`src/rtl/bellek_asamasi_pkg.sv`:
```
// rtl/bellek_asamasi_pkg.sv - shared constants for the memory stage
// Purpose : load/store funct3 encodings and memory-stage FSM states.
// Ports   : none (package).
package bellek_paket;

   localparam logic [2:0] LS_B  = 3'b000;
   localparam logic [2:0] LS_H  = 3'b001;
   localparam logic [2:0] LS_W  = 3'b010;
   localparam logic [2:0] LS_BU = 3'b100;
   localparam logic [2:0] LS_HU = 3'b101;

   typedef enum logic [1:0] {
      BOSTA = 2'd0,
      ISTEK = 2'd1,
      YANIT = 2'd2,
      TAMAM = 2'd3
   } durum_t;

endpackage

```
`src/rtl/bellek_asamasi_yukleme_hizalayici.sv`:
```
// rtl/bellek_asamasi_yukleme_hizalayici.sv - load lane select and extension
// Purpose : picks the byte/half addressed by adres_alt_i out of a read word
//           and sign- or zero-extends it according to the load type.
// Ports   : kelime_i    read word from memory
//           adres_alt_i address bits [1:0] of the load
//           tip_i       load funct3
//           sonuc_o     32-bit value for write-back
module yukleme_hizalayici
   import bellek_paket::*;
(
   input  logic [31:0] kelime_i,
   input  logic [1:0]  adres_alt_i,
   input  logic [2:0]  tip_i,
   output logic [31:0] sonuc_o
);

   logic [7:0]  bayt;
   logic [15:0] yarim;

   always_comb begin
      bayt    = 8'h00;
      yarim   = 16'h0000;
      sonuc_o = kelime_i;
      case (adres_alt_i)
         2'd0:    bayt = kelime_i[7:0];
         2'd1:    bayt = kelime_i[15:8];
         2'd2:    bayt = kelime_i[23:16];
         default: bayt = kelime_i[31:24];
      endcase
      // Halves are always 2-byte aligned here, so only bit 1 selects.
      yarim = adres_alt_i[1] ? kelime_i[31:16] : kelime_i[15:0];
      case (tip_i)
         LS_B:    sonuc_o = {{24{bayt[7]}}, bayt};
         LS_BU:   sonuc_o = {24'h000000, bayt};
         LS_H:    sonuc_o = {{16{yarim[15]}}, yarim};
         LS_HU:   sonuc_o = {16'h0000, yarim};
         default: sonuc_o = kelime_i;
      endcase
   end

endmodule

```
`src/rtl/bellek_asamasi.sv`:
```
// rtl/bellek_asamasi.sv - pipeline memory stage with valid/ready data port
// Purpose : takes load/store requests from execute, issues word-aligned
//           requests to data memory, aligns load data, registers the result
//           toward write-back, stalls while an access is in flight and
//           reports misaligned or timed-out accesses.
// Ports   : clk_i/rst_i                   clock, async active-low reset
//           durdur_i                      global pipeline hold
//           bellek_*_i, load_save_*_i     access from execute
//           hedef_*_i, yazmaca_yaz_i      write-back controls from execute
//           veri_istek_*                  request channel to memory
//           veri_yanit_*                  read-data channel from memory
//           bellek_stall_o                hold upstream stages
//           hata_o/hata_adres_o           fault pulse and faulting address
//           hedef_*_o, yazmaca_yaz_o      registered result to write-back
module bellek_asamasi #(
   parameter int BEKLEME_SINIRI = 255
) (
   input  logic        clk_i,
   input  logic        rst_i,
   input  logic        durdur_i,
   input  logic [31:0] bellek_adresi_i,
   input  logic [31:0] bellek_veri_i,
   input  logic [2:0]  load_save_buyrugu_i,
   input  logic        bellekten_oku_i,
   input  logic        bellege_yaz_i,
   input  logic [31:0] hedef_yazmac_verisi_i,
   input  logic        yazmaca_yaz_i,
   input  logic [4:0]  hedef_yazmaci_i,
   output logic        veri_istek_gecerli_o,
   input  logic        veri_istek_hazir_i,
   output logic [31:0] veri_istek_adres_o,
   output logic        veri_istek_yaz_o,
   output logic [3:0]  veri_istek_maske_o,
   output logic [31:0] veri_istek_veri_o,
   input  logic        veri_yanit_gecerli_i,
   input  logic [31:0] veri_yanit_veri_i,
   output logic        bellek_stall_o,
   output logic        hata_o,
   output logic [31:0] hata_adres_o,
   output logic [31:0] hedef_yazmac_verisi_o,
   output logic        yazmaca_yaz_o,
   output logic [4:0]  hedef_yazmaci_o
);
   import bellek_paket::*;

   localparam int SAYAC_W = (BEKLEME_SINIRI > 1) ? $clog2(BEKLEME_SINIRI) : 1;
   localparam logic [SAYAC_W-1:0] SON_SAYI = SAYAC_W'(BEKLEME_SINIRI - 1);

   durum_t durum_q, durum_d;

   logic [31:0]        adres_q;
   logic [3:0]         maske_q;
   logic [31:0]        veri_q;
   logic [2:0]         tip_q;
   logic [4:0]         rd_q;
   logic               yazma_q;
   logic               wb_en_q;
   logic [31:0]        sonuc_q;   // park buffer for the finished access
   logic [SAYAC_W-1:0] sayac_q;

   logic [31:0] hdv_q;
   logic        yy_q;
   logic [4:0]  hr_q;
   logic        hata_q;
   logic [31:0] hata_adres_q;

   logic        mem_op, hizasiz, hizali_op, zaman_asimi;
   logic [3:0]  maske_d;
   logic [31:0] veri_d;
   logic [31:0] hizali_veri;

   assign mem_op    = bellekten_oku_i | bellege_yaz_i;
   assign hizali_op = mem_op & ~hizasiz;
   assign zaman_asimi = (BEKLEME_SINIRI != 0) && (sayac_q == SON_SAYI);

   always_comb begin
      hizasiz = 1'b0;
      case (load_save_buyrugu_i)
         LS_B, LS_BU: hizasiz = 1'b0;
         LS_H, LS_HU: hizasiz = bellek_adresi_i[0];
         default:     hizasiz = (bellek_adresi_i[1:0] != 2'b00);
      endcase
   end

   // Store lanes: narrow data is replicated so the strobes alone pick the lane.
   always_comb begin
      maske_d = 4'b1111;
      veri_d  = 32'h0000_0000;
      if (bellege_yaz_i) begin
         case (load_save_buyrugu_i)
            LS_B, LS_BU: begin
               maske_d = 4'b0001 << bellek_adresi_i[1:0];
               veri_d  = {4{bellek_veri_i[7:0]}};
            end
            LS_H, LS_HU: begin
               maske_d = 4'b0011 << bellek_adresi_i[1:0];
               veri_d  = {2{bellek_veri_i[15:0]}};
            end
            default: veri_d = bellek_veri_i;
         endcase
      end
   end

   yukleme_hizalayici u_hizalayici (
      .kelime_i    (veri_yanit_veri_i),
      .adres_alt_i (adres_q[1:0]),
      .tip_i       (tip_q),
      .sonuc_o     (hizali_veri)
   );

   always_ff @(posedge clk_i or negedge rst_i) begin
      if (!rst_i) durum_q <= BOSTA;
      else        durum_q <= durum_d;
   end

   always_comb begin
      durum_d              = durum_q;
      veri_istek_gecerli_o = 1'b0;
      bellek_stall_o       = 1'b0;
      case (durum_q)
         BOSTA: begin
            bellek_stall_o = hizali_op;
            if (hizali_op && !durdur_i) durum_d = ISTEK;
         end
         ISTEK: begin
            veri_istek_gecerli_o = 1'b1;
            bellek_stall_o       = 1'b1;
            if (veri_istek_hazir_i) begin
               // A response in the handshake cycle means zero-latency memory.
               if (yazma_q || veri_yanit_gecerli_i) durum_d = TAMAM;
               else                                 durum_d = YANIT;
            end else if (zaman_asimi) begin
               durum_d = BOSTA;
            end
         end
         YANIT: begin
            bellek_stall_o = 1'b1;
            if (veri_yanit_gecerli_i) durum_d = TAMAM;
            else if (zaman_asimi)     durum_d = BOSTA;
         end
         TAMAM: begin
            bellek_stall_o = durdur_i;
            if (!durdur_i) durum_d = BOSTA;
         end
         default: durum_d = BOSTA;
      endcase
   end

   always_ff @(posedge clk_i or negedge rst_i) begin
      if (!rst_i) begin
         adres_q      <= '0;
         maske_q      <= '0;
         veri_q       <= '0;
         tip_q        <= '0;
         rd_q         <= '0;
         yazma_q      <= 1'b0;
         wb_en_q      <= 1'b0;
         sonuc_q      <= '0;
         sayac_q      <= '0;
         hdv_q        <= '0;
         yy_q         <= 1'b0;
         hr_q         <= '0;
         hata_q       <= 1'b0;
         hata_adres_q <= '0;
      end else begin
         hata_q <= 1'b0;

         if ((durum_q == ISTEK || durum_q == YANIT) && durum_d == durum_q)
            sayac_q <= sayac_q + SAYAC_W'(1);
         else
            sayac_q <= '0;

         case (durum_q)
            BOSTA: begin
               if (!durdur_i) begin
                  if (hizali_op) begin
                     adres_q <= bellek_adresi_i;
                     maske_q <= maske_d;
                     veri_q  <= veri_d;
                     tip_q   <= load_save_buyrugu_i;
                     rd_q    <= hedef_yazmaci_i;
                     yazma_q <= bellege_yaz_i;
                     wb_en_q <= yazmaca_yaz_i;
                  end else if (mem_op) begin
                     hata_q       <= 1'b1;
                     hata_adres_q <= bellek_adresi_i;
                     hdv_q        <= hedef_yazmac_verisi_i;
                     yy_q         <= 1'b0;
                     hr_q         <= hedef_yazmaci_i;
                  end else begin
                     hdv_q <= hedef_yazmac_verisi_i;
                     yy_q  <= yazmaca_yaz_i;
                     hr_q  <= hedef_yazmaci_i;
                  end
               end
            end
            ISTEK: begin
               if (veri_istek_hazir_i) begin
                  if (yazma_q)                   sonuc_q <= '0;
                  else if (veri_yanit_gecerli_i) sonuc_q <= hizali_veri;
               end else if (zaman_asimi) begin
                  // The faulting instruction must never reach write-back.
                  hata_q       <= 1'b1;
                  hata_adres_q <= adres_q;
                  yy_q         <= 1'b0;
               end
            end
            YANIT: begin
               if (veri_yanit_gecerli_i) begin
                  sonuc_q <= hizali_veri;
               end else if (zaman_asimi) begin
                  hata_q       <= 1'b1;
                  hata_adres_q <= adres_q;
                  yy_q         <= 1'b0;
               end
            end
            TAMAM: begin
               if (!durdur_i) begin
                  hdv_q <= sonuc_q;
                  yy_q  <= wb_en_q & ~yazma_q;
                  hr_q  <= rd_q;
               end
            end
            default: ;
         endcase
      end
   end

   assign veri_istek_adres_o    = {adres_q[31:2], 2'b00};
   assign veri_istek_yaz_o      = yazma_q;
   assign veri_istek_maske_o    = maske_q;
   assign veri_istek_veri_o     = veri_q;
   assign hata_o                = hata_q;
   assign hata_adres_o          = hata_adres_q;
   assign hedef_yazmac_verisi_o = hdv_q;
   assign yazmaca_yaz_o         = yy_q;
   assign hedef_yazmaci_o       = hr_q;

endmodule

```
`config.mk`:
```
export PLATFORM = sky130hd
export DESIGN_NAME = bellek_asamasi
export DESIGN_NICKNAME = d
export VERILOG_FILES = /design/src/rtl/bellek_asamasi_pkg.sv /design/src/rtl/bellek_asamasi_yukleme_hizalayici.sv /design/src/rtl/bellek_asamasi.sv
export SDC_FILE = /design/constraint.sdc
export NUM_CORES = 1
export LEC_CHECK = 0
export BUFFER_PORTS_ARGS = -buffer_cell sky130_fd_sc_hd__buf_2
export CORE_UTILIZATION = 35
export CTS_CLUSTER_SIZE = 16
export DETAILED_ROUTE_END_ITERATION = 8
export SLEW_MARGIN = 5
export SYNTH_ARGS = -nofsm -noshare
export SYNTH_HDL_FRONTEND = slang
export SYNTH_SLANG_ARGS = --single-unit
```
`constraint.sdc`:
```
create_clock -name clk_i -period 3.18 [get_ports clk_i]
set_input_delay 0.636 -clock clk_i [delete_from_list [all_inputs] [get_ports clk_i]]
set_output_delay 0.636 -clock clk_i [all_outputs]
set_load 0.01 [all_outputs]
```
==> results of run 1 <==
## metal layers
layer  up-vias  GRT usage (%)  share of wire, %
li1       3754              -                 -
met1      3689           25.8                45
met2       203           31.5                49
met3        26           3.93               4.7
met4         0           5.22               1.5
met5         -              0                 0
## worst reg2reg max path: stages (launching register included)
cell and delay [ns]:
dfrtp_1 0.46, inv_1 0.13, ha_1 0.40, nand2b_1 0.18, o41ai_2 0.07, nand3_2 0.08, buf_4 0.52, mux2_2 0.43
## cells by family (layout without fill, tap and decap cells)
group | after synthesis | after routing | synth area share, %
AOI/OAI and AO/OA | 190 | 190 | 13.1
xor gates and xnor gates | 6 | 6 | 0.540
adders and majority gates | 6 | 6 | 0.772
buffers and inverters | 115 | 347 | 6.32
DFF | 191 | 191 | 49.2
muxes | 142 | 142 | 16.8
other | 1 | 5 | 0.0386
and+or+nand+nor | 306 | 306 | 13.3
## worst paths after layout
check	from	end	slack (ns)	cells after the start
max	durum_q[1]	bellek_stall_o	0.32	6
min	rst_i	hedef_yazmac_verisi_o[24]	0.21	1
max reg2reg	durum_q[1]	hata_adres_o[0]	0.79	7
min reg2reg	veri_istek_veri_o[14]	veri_istek_veri_o[14]	0.47	2
max in group asynchronous	rst_i	sonuc_q[7]	2.21	2
min in group clk_i	load_save_buyrugu_i[2]	tip_q[2]	0.40	3
## stage by stage
| stage | hold WS, ns | utilization, % | setup slack (ns) | total power (uW) |
|---|---|---|---|---|
| after floorplan | 0.340 | - | 1.02 | 7950 |
| after global placement | 0.450 | 41.6 | 0.763 | 9460 |
| after detailed placement | 0.450 | 41.6 | 0.751 | 9540 |
| after CTS | 0.236 | 43.8 | 0.270 | 11800 |
| after global routing | 0.237 | 43.9 | 0.143 | 12600 |
| final | 0.211 | 43.9 | 0.319 | 11700 |
## final cells by class
class | instances | area, um2
antenna | 3 | 7.51
sequential | 191 | 4780
fill | 2622 | 15200
timing repair buffer | 301 | 1610
inverter | 14 | 52.6
clock buffer | 18 | 439
multi-input combinational | 652 | 4360
tap | 372 | 465
clock inverter | 14 | 174
## power by group through the flow
| stage | clock, uW | combinational (uW) | sequential (uW) |
|---|---|---|---|
| final | 2220 | 5130 | 4340 |
| after global routing | 2380 | 5680 | 4500 |
| after CTS | 2290 | 5180 | 4350 |
| after detailed placement | 0 | 5170 | 4380 |
| after global placement | 0 | 5090 | 4380 |
| after floorplan | 0 | 3520 | 4440 |
## synthesized netlist by cell type (all sizes together), types with 4 or more instances
| master | n |
|---|---|
| and2 | 5 |
| a21oi | 51 |
| o21ai | 38 |
| a22oi | 18 |
| mux2 | 79 |
| nor2 | 56 |
| buf | 59 |
| o31ai | 9 |
| a31oi | 4 |
| ha | 6 |
| mux2i | 63 |
| nor2b | 7 |
| xor2 | 4 |
| a22o | 6 |
| o22ai | 5 |
| nand3 | 24 |
| o21a | 11 |
| clkbuf | 42 |
| dfrtp | 191 |
| o2bb2ai | 23 |
| nand2b | 5 |
| inv | 12 |
| nor4 | 8 |
| nand2 | 188 |
## state kept, by name (all words and copies together), names as in the netlist
register and count:
adres_q 32, hedef_yazmaci_o 5, yazmaca_yaz_o 1, wb_en_q 1, veri_istek_veri_o 32, tip_q 3
hata_adres_o 32, sonuc_q 32, veri_istek_maske_o 4, hedef_yazmac_verisi_o 32, veri_istek_yaz_o 1, rd_q 5
durum_q 2, sayac_q 8, hata_o 1
==> flow_summary.toml, run 1 <==
[status]
status = "finished clean"

[power]
pwr-share-comb_pct = 43.9
power.density_nw_per_um2 = 983
seqPwrFrac_pct = 37.1
p_leak_uw = 0.00580
ir_drop_uv = 334
switching_share_pct = 39.1
clockPowerShare_pct = 19.0
intPower_uw = 7120
p_sw_uw = 4570

[worst_setup_path]
slowest_delay_ns = 0.46
endpoint_kind = "primary output"
critPathTopFamily = "buffers and inverters"
startpoint_type = "register"
cpMostUsedCell = "inv_1"
critical_path_class = "register to primary output"
path_max_fanout = 34
worstPathRequired_ns = 2.54
crit_slowest_cell = "dfrtp_1"
cp_cell_sequence = "inv_1, ha_1, buf_4, inv_1, a22oi_1, buf_2"
arrival_ns = 2.23
cp_num_buf_inv = 4

[drt]
route.detailed.drc = 0
wl_per_cell_um = 17.2
vias = 7672
ant_nets = 0
drt-initial-drc-count = 500
via_per_inst = 4.90
first_pass_iters = 5
routed_wl_um = 26900

[clock_tree]
cts.sinks = 191
cts_buffers = 17
cts_root_buf = "clkbuf_16"
htree_levels = 4
clk_pin_slew_ns = 0.07
cts_buffer_depth = 2
worstSkewPairLatency_ns = 0.43
cts_tree = "yes"
post-cts-setup-buffers = 0
cts_hold_buf = 0
post_cts_resized = 0

[place]
io_buffers = 283
gp_congestion = 0.824
dp.cells = 1530
dp_hpwl_um = 19100
dpl-instance-area_um2 = 11300

[synth]
syn_inst = 957
ys_top_cells_by_area = "dfrtp_1 49%, nand2_1 7.3%, mux2i_1 6.5%"
ys_ff_latch = 191
syn_avg_cell_area_um2 = 10.2
synth-edff-count = 0
synth_top_cell_by_area = "dfrtp_1"
synthDistinctLibCells = 62
syn-cell-area_um2 = 9720
yosysWarningCount = 0
synthArstFlopShare_pct = 100
synth_top_flop_cell = "dfrtp_1"
synth_top_area_share_pct = 49.2
ys_seq_area_share_pct = 49.2

[timing]
final-setup-viol-count = 0
maxSlewHeadroom_pct = 42.4
fmax_mhz = 350
tns_ns = 0
clock_skew_ns = 0.00999
slew_violations = 0
rsz0062_at_grt = "no"
period_minus_slack_ns = 2.86
worst_slew_pin_slew_ns = 0.848
fin_crit_sh_pct = 90.0
hold_violations = 0

[floorplanning]
io_pins = 286
num_rows = 60
dieArea_um2 = 28500
die_h_um = 169
dieWidth_um = 169
start_util_pct = 35.9
core_area_um2 = 27100

[global_route]
grt_pass1_wl_um = 42800
grt_pass1_vias = 7672
antenna_found_initial = 3
global_route.usage.total_pct = 19.2
grt_max_degree = 76
overflow = 0

[finish]
final_cell_mix = "282 x buf_2, 191 x dfrtp_1, 188 x nand2_1"
drive_gt1_share_pct = 35.6
finalNetCount = 1327
instances_no_fill = 1565
layout_commonest_cell = "buf_2"
syn2layout_area_growth_pct = 22.3
final_area_um2 = 11900

[worst_hold_path]
hp-class = "primary input to async pin"

[job]
maxCapViolations = 0
(Power assumes the default switching activity.)
==> run 2: changes to the inputs <==
--- a/config.mk
+++ b/config.mk
@@ -5,6 +5,7 @@
 export SDC_FILE = /design/constraint.sdc
 export NUM_CORES = 1
 export LEC_CHECK = 0
+export ABC_AREA = 1
 export BUFFER_PORTS_ARGS = -buffer_cell sky130_fd_sc_hd__buf_2
 export CORE_UTILIZATION = 35
 export CTS_CLUSTER_SIZE = 16
==> flow_summary.toml, run 2 <==
[status]
status = "finished clean"

[place]
pre_cts_ws_ns = 0.622
dpl-instance-area_um2 = 11100
io_buffers = 283
dp_hpwl_um = 20700
gp_congestion = 0.883

[worst_setup_path]
path_max_fanout = 16
cp_num_buf_inv = 2
cpMostUsedCell = "nand2_1"
startpoint_type = "register"
endpoint_kind = "primary output"
crit_slowest_cell = "ha_2"
cp_cell_sequence = "ha_2, nand2_1, inv_1, o21ai_0, nand2_1, buf_2"
worstPathRequired_ns = 2.54
slowest_delay_ns = 0.47
critical_path_class = "register to primary output"
critPathTopFamily = "adder cells"
arrival_ns = 1.90

[synth]
yosysMostFrequentCell = "nand2_1"
yosysWarningCount = 0
synthArstFlopShare_pct = 100
synthDistinctLibCells = 41
synth_top_flop_cell = "dfrtp_1"
ys_ff_latch = 191
syn-cell-area_um2 = 9630
synth-edff-count = 0
synthTopCellsByCount = "341 x nand2_1, 191 x dfrtp_1, 163 x o21ai_0, 128 x nor2_1, 72 x inv_1"
ys_top_cells_by_area = "dfrtp_1 50%, nand2_1 13%, o21ai_0 8.5%"
synth_top_area_share_pct = 49.6
syn_avg_cell_area_um2 = 8.07
syn_inst = 1193
ys_seq_area_share_pct = 49.6
synth_top_cell_by_area = "dfrtp_1"

[clock_tree]
cts_buffers = 17
cts_tree = "yes"
clk_pin_slew_ns = 0.08
post-cts-setup-buffers = 0
post_cts_resized = 0
htree_levels = 4
cts.sinks = 191
cts_hold_buf = 0
cts_buffer_depth = 2
cts_root_buf = "clkbuf_16"
worstSkewPairLatency_ns = 0.44

[finish]
seq_area_um2 = 4780
finalNetCount = 1566
syn2layout_area_growth_pct = 21.5
layout_commonest_cell = "nand2_1"
drive_gt1_share_pct = 26.7
final_area_um2 = 11700
multi_input_area_um2 = 3980
final_cell_mix = "341 x nand2_1, 282 x buf_2, 191 x dfrtp_1"
fill_cells = 2749

[floorplanning]
core_area_um2 = 27000
num_rows = 60
die_h_um = 168
dieArea_um2 = 28200
dieWidth_um = 168
io_pins = 286
start_util_pct = 35.7

[timing]
maxSlewHeadroom_pct = 47.0
tns_ns = 0
fin_crit_sh_pct = 79.7
fmax_mhz = 394
clock_skew_ns = 0.0150
layout_setup_ws_ns = 0.645
final-setup-viol-count = 0
period_minus_slack_ns = 2.54
hold_slack_ns = 0.265
hold_violations = 0
rsz0062_at_grt = "no"
worst_slew_pin_slew_ns = 0.795
slew_violations = 0

[power]
ir_drop_uv = 393
switching_share_pct = 44.4
clockPowerShare_pct = 19.0
p_sw_uw = 5150
seqPwrFrac_pct = 36.4
pwr-share-comb_pct = 44.6
power.density_nw_per_um2 = 991
p_leak_uw = 0.00610
intPower_uw = 6440

[drt]
first_pass_iters = 6
via_per_inst = 4.95
route.detailed.drc = 0
ant_nets = 0
drt-initial-drc-count = 466
vias = 8769
wl_per_cell_um = 16.2
routed_wl_um = 28700

[global_route]
grt_max_degree = 91
global_route.usage.total_pct = 20.3
overflow = 0
antenna_found_initial = 2
grt_pass1_vias = 8250
grt_pass1_wl_um = 45300

[job]
maxCapViolations = 0

[worst_hold_path]
hp-class = "primary input to async pin"
## run 2: changes by cell type in the layout (fill, tap and decap cells not counted), moves of 11 or more
cell	previous run	this run
nand2_1	188	341
o2bb2ai_1	23	0
a22oi_1	18	0
o21ai_0	36	163
o21a_1	11	0
nor2_1	55	128
inv_1	12	72
mux2_4	30	0
mux2_2	49	0
o31ai_2	0	23
a21oi_1	51	23
o21ai_1	2	53
mux2i_1	62	4
## run 2: metrics by stage
stage / utilization [%] / instances / power, uW
2_1_floorplan: - / 1194 / 7780
3_3_place_gp: 41.1 / 1738 / 9370
3_5_place_dp: 41.1 / 1738 / 9480
4_1_cts: 43.4 / 1770 / 11700
5_1_grt: 43.4 / 1771 / 12500
6_report: 43.4 / 1772 / 11600
## run 2: layout make-up
type                       instances  share of cell area [%]
clock inverter                    14                    1.44
inverter                          77                    2.47
timing repair buffer             303                    13.8
clock buffer                      18                    3.75
multi-input combinational        826                    34.0
tap                              341                    3.65
sequential                       191                    40.9
antenna                            2                  0.0428
## run 2: path summary, 6_finish.rpt
| check | startpoint | to | slack [ns] | cells past startpoint |
|---|---|---|---|---|
| max in group asynchronous | rst_i | hata_adres_o[3] | 2.12 | 2 |
| worst min register to register | rd_q[3] | rd_q[3] | 0.47 | 2 |
| min in group clk_i | yazmaca_yaz_i | wb_en_q | 0.43 | 3 |
| worst max register to register | durum_q[1] | sonuc_q[6] | 0.65 | 9 |
| worst min-delay path | rst_i | hedef_yazmac_verisi_o[29] | 0.27 | 1 |
| worst max-delay path | durum_q[1] | bellek_stall_o | 0.64 | 6 |
## run 2: cells by family (layout without fill, tap and decap cells)
kind of cell,Yosys count,count (layout),share of synthesized area [%]
xor gates and xnor gates,6,6,0.546
AOI/OAI and AO/OA,300,300,18.7
muxes,4,4,0.416
DFF,191,191,49.6
and+or+nand+nor,508,508,20.7
buffers and inverters,177,412,9.16
other,1,4,0.0389
adders and majority gates,6,6,0.779
## run 2: worst reg2reg max path, cell delays in order, from the launching register on
cell	delay [ns]
dfrtp_1	0.45
inv_1	0.11
ha_1	0.25
or2_2	0.32
nand2_2	0.43
a21oi_2	0.20
nand2_1	0.11
clkinv_1	0.22
o21ai_0	0.21
o21ai_0	0.12
## run 2: routing by layer
metal  GRT usage, %  up-vias  share of wire, %
met5              0        -                 0
met4           4.27        0               1.2
met3           4.89       22               6.9
met2           33.4      310                47
met1           27.2     4139                45
li1               -     4298                 -
## run 2: power by group through the flow
stage	Clock (uW)	Sequential, uW	Combinational (uW)
6_report	2210	4220	5170
5_1_grt	2360	4370	5810
4_1_cts	2260	4220	5230
3_5_place_dp	0	4240	5230
3_3_place_gp	0	4220	5150
2_1_floorplan	0	4380	3400
